File: src/rtl/pc_flow_ctrl_pkg.sv
`default_nettype none
// ============================================================================
// Module   : pc_flow_ctrl_pkg
// Brief    : Shared opcodes, state and control encodings for the PC flow sequencer.
// Revision : 1.0 - initial release
// ============================================================================
package pc_flow_ctrl_pkg;

  typedef enum logic [2:0] {
    ST_RST     = 3'd0,
    ST_FETCH   = 3'd1,
    ST_DECODE  = 3'd2,
    ST_BRANCH  = 3'd3,
    ST_JUMP    = 3'd4,
    ST_JR      = 3'd5,
    ST_HANDOFF = 3'd6,
    ST_WAIT_EX = 3'd7
  } state_t;

  localparam logic [5:0] OP_RTYPE = 6'h00;
  localparam logic [5:0] OP_J     = 6'h02;
  localparam logic [5:0] OP_JAL   = 6'h03;
  localparam logic [5:0] OP_BEQ   = 6'h04;
  localparam logic [5:0] OP_BNE   = 6'h05;
  localparam logic [5:0] OP_BLE   = 6'h06;
  localparam logic [5:0] OP_BGT   = 6'h07;
  localparam logic [5:0] FN_JR    = 6'h08;

  localparam logic [2:0] ALU_ADD    = 3'b000;
  localparam logic [2:0] ALU_SUB    = 3'b001;
  localparam logic [2:0] ALU_PASS_A = 3'b111;

  localparam logic [1:0] PCSRC_ALU    = 2'b00;
  localparam logic [1:0] PCSRC_ALUOUT = 2'b01;
  localparam logic [1:0] PCSRC_JUMP   = 2'b10;

  localparam logic [1:0] SRCB_B       = 2'b00;
  localparam logic [1:0] SRCB_FOUR    = 2'b01;
  localparam logic [1:0] SRCB_IMM_SH2 = 2'b11;

  localparam logic [1:0] BR_GT  = 2'b00;
  localparam logic [1:0] BR_NGT = 2'b01;
  localparam logic [1:0] BR_NE  = 2'b10;
  localparam logic [1:0] BR_EQ  = 2'b11;

  localparam logic [1:0] REGDST_RA = 2'b10;
  localparam logic [1:0] M2R_PC    = 2'b10;

  function automatic logic is_branch_op(input logic [5:0] op);
    return (op == OP_BEQ) || (op == OP_BNE) || (op == OP_BLE) || (op == OP_BGT);
  endfunction

  function automatic logic is_jump_op(input logic [5:0] op);
    return (op == OP_J) || (op == OP_JAL);
  endfunction

endpackage
`default_nettype wire

File: src/rtl/pc_flow_ctrl_if.sv
`default_nettype none
// ============================================================================
// Module   : pc_flow_ctrl_if
// Brief    : IR fields, execute handshake and datapath controls of the sequencer.
// Revision : 1.0 - initial release
// ============================================================================
interface pc_flow_ctrl_if;

  logic [5:0] opcode;
  logic [5:0] funct;
  logic       ex_done;

  logic       mem_read;
  logic       ir_write;
  logic       alu_src_a;
  logic [1:0] alu_src_b;
  logic [2:0] alu_op;
  logic       aluout_write;
  logic [1:0] pc_src;
  logic       pc_write;
  logic       pc_write_cond;
  logic [1:0] branch_ctrl;
  logic       ex_start;
  logic       reg_write;
  logic [1:0] reg_dst;
  logic [1:0] mem_to_reg;

  modport master (
    input  opcode, funct, ex_done,
    output mem_read, ir_write, alu_src_a, alu_src_b, alu_op, aluout_write,
           pc_src, pc_write, pc_write_cond, branch_ctrl, ex_start,
           reg_write, reg_dst, mem_to_reg
  );

  modport slave (
    output opcode, funct, ex_done,
    input  mem_read, ir_write, alu_src_a, alu_src_b, alu_op, aluout_write,
           pc_src, pc_write, pc_write_cond, branch_ctrl, ex_start,
           reg_write, reg_dst, mem_to_reg
  );

endinterface
`default_nettype wire

File: src/rtl/pc_flow_branch_sel.sv
`default_nettype none
// ============================================================================
// Module   : pc_flow_branch_sel
// Brief    : Maps a latched branch opcode to the branch condition mux select.
// Revision : 1.0 - initial release
// ============================================================================
module pc_flow_branch_sel
  import pc_flow_ctrl_pkg::*;
(
  input  logic [5:0] op,
  output logic [1:0] branch_ctrl
);

  always_comb begin
    branch_ctrl = BR_GT;
    case (op)
      OP_BEQ:  branch_ctrl = BR_EQ;
      OP_BNE:  branch_ctrl = BR_NE;
      OP_BLE:  branch_ctrl = BR_NGT;
      OP_BGT:  branch_ctrl = BR_GT;
      default: branch_ctrl = BR_GT;
    endcase
  end

endmodule
`default_nettype wire

File: src/rtl/pc_flow_ctrl.sv
`default_nettype none
// ============================================================================
// Module   : pc_flow_ctrl
// Brief    : Moore fetch/decode/control-transfer sequencer with execute handoff.
//            Optional jal link write enabled by macro PC_FLOW_JAL_LINK_EN.
// Revision : 1.0 - initial release
// ============================================================================
module pc_flow_ctrl
  import pc_flow_ctrl_pkg::*;
#(
  parameter int MEM_LAT = 3,
  parameter int CNT_W   = 2
) (
  input  logic            clk,
  input  logic            reset,
  pc_flow_ctrl_if.master  bus
);

  localparam logic [CNT_W-1:0] c_cnt_last = CNT_W'(MEM_LAT - 1);

  state_t           r_state;
  state_t           w_next;
  logic [CNT_W-1:0] r_cnt;
  logic [5:0]       r_op;
  logic             w_fetch_last;
  logic [1:0]       w_bsel;

  assign w_fetch_last = (r_state == ST_FETCH) && (r_cnt == c_cnt_last);

  pc_flow_branch_sel u_branch_sel (
    .op          (r_op),
    .branch_ctrl (w_bsel)
  );

  always_ff @(posedge clk or posedge reset) begin
    if (reset) begin
      r_state <= ST_RST;
      r_cnt   <= '0;
      r_op    <= '0;
    end else begin
      r_state <= w_next;
      if (r_state == ST_FETCH) begin
        r_cnt <= w_fetch_last ? '0 : r_cnt + CNT_W'(1);
      end
      // Later states decode from this copy, so IR fields may change after DECODE.
      if (r_state == ST_DECODE) begin
        r_op <= bus.opcode;
      end
    end
  end

  always_comb begin
    w_next = r_state;
    case (r_state)
      ST_RST:     w_next = ST_FETCH;
      ST_FETCH:   w_next = w_fetch_last ? ST_DECODE : ST_FETCH;
      ST_DECODE: begin
        if (is_branch_op(bus.opcode)) begin
          w_next = ST_BRANCH;
        end else if (is_jump_op(bus.opcode)) begin
          w_next = ST_JUMP;
        end else if ((bus.opcode == OP_RTYPE) && (bus.funct == FN_JR)) begin
          w_next = ST_JR;
        end else begin
          w_next = ST_HANDOFF;
        end
      end
      ST_BRANCH:  w_next = ST_FETCH;
      ST_JUMP:    w_next = ST_FETCH;
      ST_JR:      w_next = ST_FETCH;
      ST_HANDOFF: w_next = ST_WAIT_EX;
      ST_WAIT_EX: w_next = bus.ex_done ? ST_FETCH : ST_WAIT_EX;
      default:    w_next = ST_RST;
    endcase
  end

  always_comb begin
    bus.mem_read      = 1'b0;
    bus.ir_write      = 1'b0;
    bus.alu_src_a     = 1'b0;
    bus.alu_src_b     = SRCB_B;
    bus.alu_op        = ALU_ADD;
    bus.aluout_write  = 1'b0;
    bus.pc_src        = PCSRC_ALU;
    bus.pc_write      = 1'b0;
    bus.pc_write_cond = 1'b0;
    bus.branch_ctrl   = BR_GT;
    bus.ex_start      = 1'b0;
    bus.reg_write     = 1'b0;
    bus.reg_dst       = 2'b00;
    bus.mem_to_reg    = 2'b00;
    case (r_state)
      ST_FETCH: begin
        bus.mem_read = 1'b1;
        // PC <= PC + 4 only once the instruction word has arrived.
        if (w_fetch_last) begin
          bus.ir_write  = 1'b1;
          bus.alu_src_b = SRCB_FOUR;
          bus.pc_write  = 1'b1;
        end
      end
      ST_DECODE: begin
        bus.alu_src_b    = SRCB_IMM_SH2;
        bus.aluout_write = 1'b1;
      end
      ST_BRANCH: begin
        bus.alu_src_a     = 1'b1;
        bus.alu_op        = ALU_SUB;
        bus.pc_write_cond = 1'b1;
        bus.pc_src        = PCSRC_ALUOUT;
        bus.branch_ctrl   = w_bsel;
      end
      ST_JUMP: begin
        bus.pc_src   = PCSRC_JUMP;
        bus.pc_write = 1'b1;
`ifdef PC_FLOW_JAL_LINK_EN
        if (r_op == OP_JAL) begin
          bus.reg_write  = 1'b1;
          bus.reg_dst    = REGDST_RA;
          bus.mem_to_reg = M2R_PC;
        end
`endif
      end
      ST_JR: begin
        bus.alu_src_a = 1'b1;
        bus.alu_op    = ALU_PASS_A;
        bus.pc_write  = 1'b1;
      end
      ST_HANDOFF: bus.ex_start = 1'b1;
      default: ;
    endcase
  end

endmodule
`default_nettype wire

File: src/flat_wrapper.sv
// flat-port wrapper written by rule: the top's interface ports become plain ports
module pc_flow_ctrl_flat import pc_flow_ctrl_pkg::*;
#(
  parameter int MEM_LAT = 3,
  parameter int CNT_W   = 2
)
  (clk, reset, bus_opcode, bus_funct, bus_ex_done, bus_mem_read, bus_ir_write, bus_alu_src_a, bus_alu_src_b, bus_alu_op, bus_aluout_write, bus_pc_src, bus_pc_write, bus_pc_write_cond, bus_branch_ctrl, bus_ex_start, bus_reg_write, bus_reg_dst, bus_mem_to_reg);
  pc_flow_ctrl_if bus_i ();
  input  logic clk;
  input  logic reset;
  input wire logic [$bits(bus_i.opcode)-1:0] bus_opcode;
  input wire logic [$bits(bus_i.funct)-1:0] bus_funct;
  input wire logic [$bits(bus_i.ex_done)-1:0] bus_ex_done;
  output wire logic [$bits(bus_i.mem_read)-1:0] bus_mem_read;
  output wire logic [$bits(bus_i.ir_write)-1:0] bus_ir_write;
  output wire logic [$bits(bus_i.alu_src_a)-1:0] bus_alu_src_a;
  output wire logic [$bits(bus_i.alu_src_b)-1:0] bus_alu_src_b;
  output wire logic [$bits(bus_i.alu_op)-1:0] bus_alu_op;
  output wire logic [$bits(bus_i.aluout_write)-1:0] bus_aluout_write;
  output wire logic [$bits(bus_i.pc_src)-1:0] bus_pc_src;
  output wire logic [$bits(bus_i.pc_write)-1:0] bus_pc_write;
  output wire logic [$bits(bus_i.pc_write_cond)-1:0] bus_pc_write_cond;
  output wire logic [$bits(bus_i.branch_ctrl)-1:0] bus_branch_ctrl;
  output wire logic [$bits(bus_i.ex_start)-1:0] bus_ex_start;
  output wire logic [$bits(bus_i.reg_write)-1:0] bus_reg_write;
  output wire logic [$bits(bus_i.reg_dst)-1:0] bus_reg_dst;
  output wire logic [$bits(bus_i.mem_to_reg)-1:0] bus_mem_to_reg;
  assign bus_i.opcode = bus_opcode;
  assign bus_i.funct = bus_funct;
  assign bus_i.ex_done = bus_ex_done;
  assign bus_mem_read = bus_i.mem_read;
  assign bus_ir_write = bus_i.ir_write;
  assign bus_alu_src_a = bus_i.alu_src_a;
  assign bus_alu_src_b = bus_i.alu_src_b;
  assign bus_alu_op = bus_i.alu_op;
  assign bus_aluout_write = bus_i.aluout_write;
  assign bus_pc_src = bus_i.pc_src;
  assign bus_pc_write = bus_i.pc_write;
  assign bus_pc_write_cond = bus_i.pc_write_cond;
  assign bus_branch_ctrl = bus_i.branch_ctrl;
  assign bus_ex_start = bus_i.ex_start;
  assign bus_reg_write = bus_i.reg_write;
  assign bus_reg_dst = bus_i.reg_dst;
  assign bus_mem_to_reg = bus_i.mem_to_reg;
  pc_flow_ctrl #(.MEM_LAT(MEM_LAT), .CNT_W(CNT_W)) u_core (.clk(clk), .reset(reset), .bus(bus_i));
endmodule
File: config.mk
export PLATFORM = sky130hd
export DESIGN_NAME = pc_flow_ctrl_flat
export DESIGN_NICKNAME = d
export VERILOG_FILES = /design/src/rtl/pc_flow_ctrl_pkg.sv /design/src/rtl/pc_flow_ctrl_if.sv /design/src/rtl/pc_flow_branch_sel.sv /design/src/rtl/pc_flow_ctrl.sv /design/src/flat_wrapper.sv
export SDC_FILE = /design/constraint.sdc
export NUM_CORES = 1
export LEC_CHECK = 0
export CORE_MARGIN = 1
export CORE_UTILIZATION = 37
export DETAILED_ROUTE_END_ITERATION = 10
export PLACE_DENSITY = 0.77
export SETUP_SLACK_MARGIN = 0.15
export SLEW_MARGIN = 10
export SYNTH_ARGS = -nofsm -noshare
export SYNTH_HDL_FRONTEND = slang
export SYNTH_SLANG_ARGS = --single-unit
File: constraint.sdc
create_clock -name clk -period 1.5 [get_ports clk]
set_input_delay 0.3 -clock clk [delete_from_list [all_inputs] [get_ports clk]]
set_output_delay 0.3 -clock clk [all_outputs]
set_load 0.01 [all_outputs]
==> metrics.txt <==
first-pass GRT wire length 3.19 mm; nets 147; syn avg cell area 8.02 µm²; # setup viols final 17; most frequent cells in the layout nand2_1, buf_6, clkdlybuf4s50_1; status finished, violations left; Post-synth EDFFs 0; drt drc 2; pin count of the biggest net entering global routing 12; core area 1580 µm²; Synth warnings 0; vias per cell 5.18; pwr/cell area 1420 nW/µm²; full die area 1930 µm²; IO Port Bufs 30; mean routed wirelength per cell 13.7 µm; share of layout cells above drive strength 1 45.0%; cell taking the most area after synthesis dfrtp_1; Antenna Nets Post-Route 0; initial antenna violation count 0; CTS max path bufs 2; worst slack at placement -378 ps; commonest non-fill, non-tap cell in the layout nand2_1; Critical Path RT 1200 ps; Worst setup SP type flip-flop; io pins 36; DP HPWL 1.36 mm; Main synth FF type dfrtp_1; final worst-path cycle share 116%; number of global-route vias before repair 745; ranking of synthesized cells by area dfrtp_1, nand2_1, buf_4; Hold Fails Final Rpt 0; CTS buffer count 3; Die Y 43.9 µm; DR vias 762; Max-Slew Margin vs Limit 65.9%; row count 14; Starting Density 41.2%; CTS tree yes; Syn Inst Count 81; worst skew pair latency 270 ps; register bit count reported by yosys 11; RSZ-0062 raised after global routing yes; failing checks DRC, setup timing; CTS Sinks 11; H-tree Lvls 1; final slew viol count 0; Final Critical Period 1740 ps; Post-CTS Hold Fix Bufs 0; Hold Crit Class input port to asynchronous set/reset pin; critical path data arrival time 1440 ps; setup TNS -2470 ps; antenna fix cells 0; FFs w/ async S/R, synth 100%; Unique masters post-synth 28; Max IR drop VDD 0.604 mV; max frequency 575 MHz; First-pass DRT Iterations 9; gr usage total 23.3%; Root Buffer clkbuf_4; Seq/Total Area, Yosys 42.4%; worst reg2reg setup slack -110 ps; Iteration-0 DRC Markers 25; Mapped Area 649 µm²; Final Skew 1.84 ps; CP Class flip-flop to primary output; clock-pin transition on the worst setup and hold timing paths 70 ps; leakage 0.616 nW; Area Overhead vs Synth 80.5%; Slew @ Worst Pin 505 ps; total wire length 2.01 mm; Final GP Congestion 0.797; grt total ovfl 0; MaxCap Viol Count 0; Critical Path Sink Type primary output; Final WS setup -239 ps; area share of the largest cell type after synthesis 42.4%; crit-path max FO 4; Die X 43.9 µm
[where the power goes]
group | internal (mW) | total, mW | switching (mW)
clock | 0.103 | 0.203 | 0.0998
sequential | 0.424 | 0.522 | 0.0975
combinational | 0.528 | 0.942 | 0.414
total | 1.06 | 1.67 | 0.611
[metal layers]
layer / part of all wire (%) / GRT usage (%) / vias up
met1: 37 / 25.1 / 358
li1: - / - / 354
met4: 2.2 / 10.9 / 0
met3: 6.7 / 6.25 / 6
met5: 0 / 0 / -
met2: 54 / 42.1 / 44
[final timing paths]
check,from,cells after the start,end
max,u_core.r_state[0],4,bus_alu_src_a
min,reset,2,u_core.r_op[1]
max reg2reg,u_core.r_state[0],6,u_core.r_state[1]
min reg2reg,u_core.r_op[0],2,u_core.r_op[0]
max in group asynchronous,reset,2,u_core.r_op[3]
min in group clk,u_core.r_op[0],2,u_core.r_op[0]
[stage by stage]
| step | utilization [%] | hold WS, ps | power (mW) | std cells | area, µm² |
|---|---|---|---|---|---|
| 6_report | 74.4 | 326 | 1.67 | 147 | 1170 |
| 3_3_place_gp | 66.4 | 456 | 1.25 | 138 | 1050 |
| 2_1_floorplan | - | 152 | 0.872 | 85 | 678 |
| 5_1_grt | 74.4 | 378 | 1.78 | 147 | 1170 |
| 3_5_place_dp | 66.4 | 464 | 1.28 | 138 | 1050 |
| 4_1_cts | 71.0 | 332 | 1.59 | 146 | 1120 |
[synthesized netlist by cell type, drive strengths merged (2+ instances only)]
| cell | instances |
|---|---|
| buf | 9 |
| inv | 6 |
| dfrtp | 11 |
| o21ai | 2 |
| nor3 | 2 |
| nor4b | 2 |
| nand2 | 26 |
| nand3 | 2 |
| nor2 | 5 |
| or3b | 2 |
[flip-flops by register name (all words and copies together), names as in the netlist]
signal,cells
u_core.r_state,3
u_core.r_cnt,2
u_core.r_op,6
[cell families (layout without fill, tap and decap cells)]
kind of cell	count (synthesis)	in the layout	synth area share, %
compound gates	8	8	9.06
buf+inv	16	62	15.0
other cells	1	5	0.577
simple gates	45	45	33.0
flops	11	11	42.4
[timing repair]
item                       CTS  global route
gates resized for setup     87            10
cloned                       0             0
pin swaps                   10             1
buffers inserted             4             1
setup endpoints to repair   20            26
[final cells by class]
cell class	instances	area, µm²
Clock buffer	4	26.3
Fill cell	119	404
Inverter	7	33.8
Multi-Input combinational cell	58	347
Sequential cell	11	275
Tap cell	16	20.0
Timing Repair Buffer	51	470
[critical path: stages, from the launching register on]
cell	delay [ps]
dfrtp_1	430
buf_6	140
and3b_2	240
or2_4	240
buf_6	120
Note: power is estimated with default switching activity, not from simulation.
==> variant 1 (same flow settings) <==
Add a define of `PC_FLOW_JAL_LINK_EN`.
--- a/src/rtl/pc_flow_ctrl.sv
+++ b/src/rtl/pc_flow_ctrl.sv
@@ -7,2 +7,4 @@
 // ============================================================================
+`define PC_FLOW_JAL_LINK_EN
+
 module pc_flow_ctrl
Formal check against the unedited RTL: not equivalent (a bounded check fails within 10 cycles, from zero or initial values and one cycle with reset high).
==> variant 1 against the unedited design <==
  * The flow still finishes with violations (design-rule violations, negative setup slack)
  * Setup slack got worse by 0.12 ns
  * Area after synthesis decreased by 0.58%
  * Sequential cell count unchanged
  * Power increased by 37%
  * Maximum frequency decreased by 6.5%
  * Count of clock-buffer cells in the layout unchanged
  * Routed wire length increased by 47%
  * Cell area increased by 17%
  * Global-route usage increased by 4.7 points
  * Critical endpoint is now bus_alu_src_b[0]
  * Largest cell class unchanged
  * Largest power group unchanged
==> variant 1: results (changes against the unedited design) <==
Setup path
  • Crit. Startpoint: u_core.r_state[2] (was u_core.r_state[0])
  • CP Data Arrival Time: 1.56 ns (was 1.44 ns)
  • Critical path endpoint: bus_alu_src_b[0] (was bus_alu_src_a)

Synth
  • Synth top area cells: dfrtp_1 (43%), nand2_1 (14%), buf_4 (8.1%), nor2_1 (2.9%), or3b_1 (2.7%) (was dfrtp_1 (42%), nand2_1 (15%), buf_4 (9.2%), inv_1 (2.9%), nor2_1 (2.9%))
  • Cell variety after synth: 29 (was 28)
  • Top cells by count, synth: nand2_1 (24), dfrtp_1 (11), buf_4 (7) (was nand2_1 (26), dfrtp_1 (11), buf_4 (8))

Timing
  • Setup ws final: -0.361 ns (was -0.239 ns)
  • Setup violations, final: 28 (was 17)
  • Clock Skews: 0.00342 ns (was 0.00184 ns)

Placed design
  • Post-placement cell count: 146 (was 138)
  • Input/output buffers: 33 (was 30)
  • DP Wirelength: 1490 µm (was 1360 µm)
  • Routability cong.: 0.900 (was 0.797)

Drt
  • # DRC: 4 (was 2)
  • Via density: 5.54 (was 5.18)
  • Routed WL per cell: 18.0 µm (was 13.7 µm)
  • DR pass1 iterations: 8 (was 9)

Outcome
  • Failing checks: design-rule violations, negative setup slack (unchanged)
  • Status: complete, but fails checks (unchanged)

Global routing
  • Met2 Use GR: 0.528 (was 0.421)
  • Met3 global-route usage: 0.0375 (was 0.0625)
  • Vias in the first global route: 884 (was 745)
  • Global-route wire length before repair: 3820 µm (was 3190 µm)

Final layout
  • Fin nets: 164 (was 147)
  • Layout cells sized above 1: 0.574 (was 0.450)

Power
  • Leak: 0.000721 µW (was 0.000616 µW)
==> variant 1: cell count changes in the layout (fill, tap and decap cells not counted), sizes merged, moves of 2 or more <==
cell           change
buf               +19
clkdlybuf4s50      -2
conb               -3
dlygate4sd2        +2
nand2              -2
==> variant 1: per-stage QoR <==
step                      instance area (µm²)  setup TNS [ns]
after floorplan                           697               0
after global placement                   1160           -4.21
after detailed placement                 1160           -4.73
after CTS                                1300           -3.21
after global routing                     1370           -6.89
final                                    1370           -6.08
==> variant 1: how the worst min path moves through the flow <==
stage | from | end | slack, ns | cells past startpoint
floorplan | reset | u_core.r_cnt[0] | 0.15 | 1
global placement | u_core.r_op[3] | u_core.r_op[3] | 0.46 | 2
detailed placement | u_core.r_op[3] | u_core.r_op[3] | 0.48 | 2
CTS | reset | u_core.r_op[2] | 0.37 | 2
global route | reset | u_core.r_cnt[0] | 0.40 | 2
finish | reset | u_core.r_op[2] | 0.38 | 2
==> variant 1: layout make-up <==
cell class | count | area (µm²) | share of cell area
repair buffers | 70 | 642 | 0.469
multi-input cells | 56 | 373 | 0.273
flip-flops and latches | 11 | 275 | 0.201
inverters | 7 | 31.3 | 0.0229
clock buffers | 4 | 26.3 | 0.0192
well taps | 16 | 20.0 | 0.0146
==> variant 1: what timing repair did <==
item                                    4_1_cts  5_1_grt
endpoints found under the setup margin       20       29
pin swaps                                     8        6
buffers inserted                              9        5
gates resized for setup                     104       10
==> variant 1: power groups by stage <==
stage | logic [µW] | clock network [µW] | registers, µW
floorplan | 559 | 0 | 530
global placement | 1140 | 0 | 517
detailed placement | 1170 | 0 | 530
CTS | 1290 | 201 | 529
global route | 1580 | 230 | 560
finish | 1510 | 213 | 556
==> variant 1: logic make-up (layout without fill, tap and decap cells) <==
logic type             after synthesis  count (layout)  synth area share
AND/OR/NAND/NOR                     45              45             0.335
buffers and inverters               15              81             0.130
flip-flops                          11              11             0.426
AO/OA/AOI/OAI                        9               9             0.103
other                                1               2           0.00581
==> variant 1: worst max-delay path, cell delays in order (launching register included) <==
cell,delay [ns]
dfrtp_1,0.44
buf_6,0.14
or3b_4,0.39
inv_4,0.09
nand2_4,0.06
nand2_2,0.07
buf_6,0.10
==> variant 1: per-layer routing <==
metal / share of wire / up-vias
met5: 0 / -
met4: 0.064 / 0
met3: 0.073 / 22
met2: 0.52 / 76
met1: 0.35 / 419
li1: - / 392
==> variant 2 (same flow settings) <==
Made on the original files. Encoding of `state_t`: now one-hot (8 bits for 8 states).
--- a/src/rtl/pc_flow_ctrl_pkg.sv
+++ b/src/rtl/pc_flow_ctrl_pkg.sv
@@ -8,11 +8,11 @@
 
-  typedef enum logic [2:0] {
-    ST_RST     = 3'd0,
-    ST_FETCH   = 3'd1,
-    ST_DECODE  = 3'd2,
-    ST_BRANCH  = 3'd3,
-    ST_JUMP    = 3'd4,
-    ST_JR      = 3'd5,
-    ST_HANDOFF = 3'd6,
-    ST_WAIT_EX = 3'd7
+  typedef enum logic [7:0] {
+    ST_RST     = 8'b00000001,
+    ST_FETCH   = 8'b00000010,
+    ST_DECODE  = 8'b00000100,
+    ST_BRANCH  = 8'b00001000,
+    ST_JUMP    = 8'b00010000,
+    ST_JR      = 8'b00100000,
+    ST_HANDOFF = 8'b01000000,
+    ST_WAIT_EX = 8'b10000000
   } state_t;
Formal check against the unedited RTL: no difference found for any inputs over 10 cycles, from zero or initial values and one cycle with reset high; not proved beyond that.
==> variant 2 against the unedited design <==
  * The flow finishes with violations (negative setup slack)
  * Register-to-register slack lost 0.20 ns
  * Power grew 30%
  * Setup slack lost 0.30 ns
  * Area after synthesis grew 41%
  * Cell area grew 56%
  * Sequential cell count grew 5
  * Routed wire length grew 56%
  * First-iteration DRC count shrank 68%
==> variant 2: results (changes against the unedited design) <==
Timing
  • Worst hold slack: 0.301 ns (was 0.326 ns)
  • Setup ws final: -0.543 ns (was -0.239 ns)
  • Setup violations, final: 30 (was 17)
  • Clock Skews: 0.00724 ns (was 0.00184 ns)

Drt
  • Initial drt markers: 8 (was 25)
  • DR pass1 iterations: 4 (was 9)
  • Routed vias: 1043 (was 762)
  • Routed wl met3: 120 µm (was 134 µm)
  • Met1 wire length: 1080 µm (was 742 µm)
  • Total Routed Length: 3130 µm (was 2010 µm)

Final layout
  • Multi-input gate area: 604 µm² (was 347 µm²)
  • Layout cells sized above 1: 0.599 (was 0.450)
  • Biggest regs: u_core.r_state (8), u_core.r_op (6), u_core.r_cnt (2) (was u_core.r_op (6), u_core.r_state (3), u_core.r_cnt (2))
  • Fillcell total: 142 (was 119)
  • Fin nets: 198 (was 147)
  • Non-Filler Instances: 210 (was 147)

Placed design
  • DP Area: 1460 µm² (was 1050 µm²)
  • DP Wirelength: 1900 µm (was 1360 µm)
  • Routability cong.: 0.774 (was 0.797)
  • Setup WS pre-CTS: -0.576 ns (was -0.378 ns)
  • Post-placement cell count: 183 (was 138)

Synth
  • Cell variety after synth: 33 (was 28)
  • Post-synthesis sequential area ratio: 0.437 (was 0.424)
  • Compound-cell area share of the yosys netlist: 0.0654 (was 0.0906)
  • Synth top area cells: dfrtp_1 (41%), nand2_1 (8.2%), buf_4 (6.5%), nor2_1 (4.9%), nor4_4 (4.6%) (was dfrtp_1 (42%), nand2_1 (15%), buf_4 (9.2%), inv_1 (2.9%), nor2_1 (2.9%))

Setup path
  • R2R cell count: 7 (was 6)
  • R2r startpoint: u_core.r_state[0] (unchanged)
  • CP Data Arrival Time: 1.74 ns (was 1.44 ns)
  • Reg-to-reg setup timing slack: -0.31 ns (was -0.11 ns)

Power
  • Net Sw Frac: 0.371 (was 0.367)

Outcome
  • Failing checks: negative setup slack (was design-rule violations, negative setup slack)
  • Status: complete, but fails checks (unchanged)

Global routing
  • Vias in the first global route: 1080 (was 745)
variant 2: tightest hold or removal path: cells and delay by family:
family | cells | cell delay, ns
buf+inv | 3 | 0.65
variant 2: power groups by stage:
stage                     Clock [µW]  Sequential [µW]  Combinational [µW]
after detailed placement           0              690                 832
after CTS                        231              681                1110
after floorplan                    0              687                 400
final                            226              691                1250
after global placement             0              680                 791
after global routing             247              705                1330
variant 2: stage by stage:
stage / setup TNS (ns) / power, µW
6_report: -8.62 / 2170
5_1_grt: -9.91 / 2290
4_1_cts: -7.70 / 2030
3_5_place_dp: -8.41 / 1520
3_3_place_gp: -7.58 / 1470
2_1_floorplan: -0.656 / 1090
variant 2: layer usage:
layer / vias to the layer above / GRT usage
li1: 494 / -
met1: 501 / 0.243
met2: 38 / 0.489
met3: 10 / 0.0205
met4: 0 / 0.117
met5: - / 0
variant 2: logic make-up after synthesis:
group | count (synthesis)
AOI/OAI and AO/OA | 9
xor gates and xnor gates | 1
buffers and inverters | 15
DFF | 16
other | 1
and+or+nand+nor | 60
variant 2: worst max-delay path by stage:
stage,from,to,slack [ns],depth (start not counted)
detailed placement,u_core.r_state[4],bus_branch_ctrl[0],-0.58,5
CTS,u_core.r_state[4],bus_branch_ctrl[1],-0.51,6
floorplan,u_core.r_state[4],bus_alu_op[0],-0.17,4
global placement,u_core.r_state[4],bus_branch_ctrl[0],-0.55,5
global route,u_core.r_state[1],bus_pc_write,-0.58,6
finish,u_core.r_state[1],bus_pc_write,-0.54,6
variant 2: area by class of cell:
type                            instances  share of cell area
Multi-Input combinational cell         75               0.330
Sequential cell                        16               0.221
Inverter                                6              0.0150
Clock buffer                            4              0.0143
Tap cell                               28              0.0191
Timing Repair Buffer                   81               0.401
variant 2: timing repair:
item / 4_1_cts / 5_1_grt
buffers inserted: 19 / 3
cloned: 1 / 0
hold buffers: 0 / 0
endpoints found under the setup margin: 30 / 32
gates resized for setup: 96 / 25
endpoints found under the hold margin: 0 / 0
pin swaps: 9 / 17
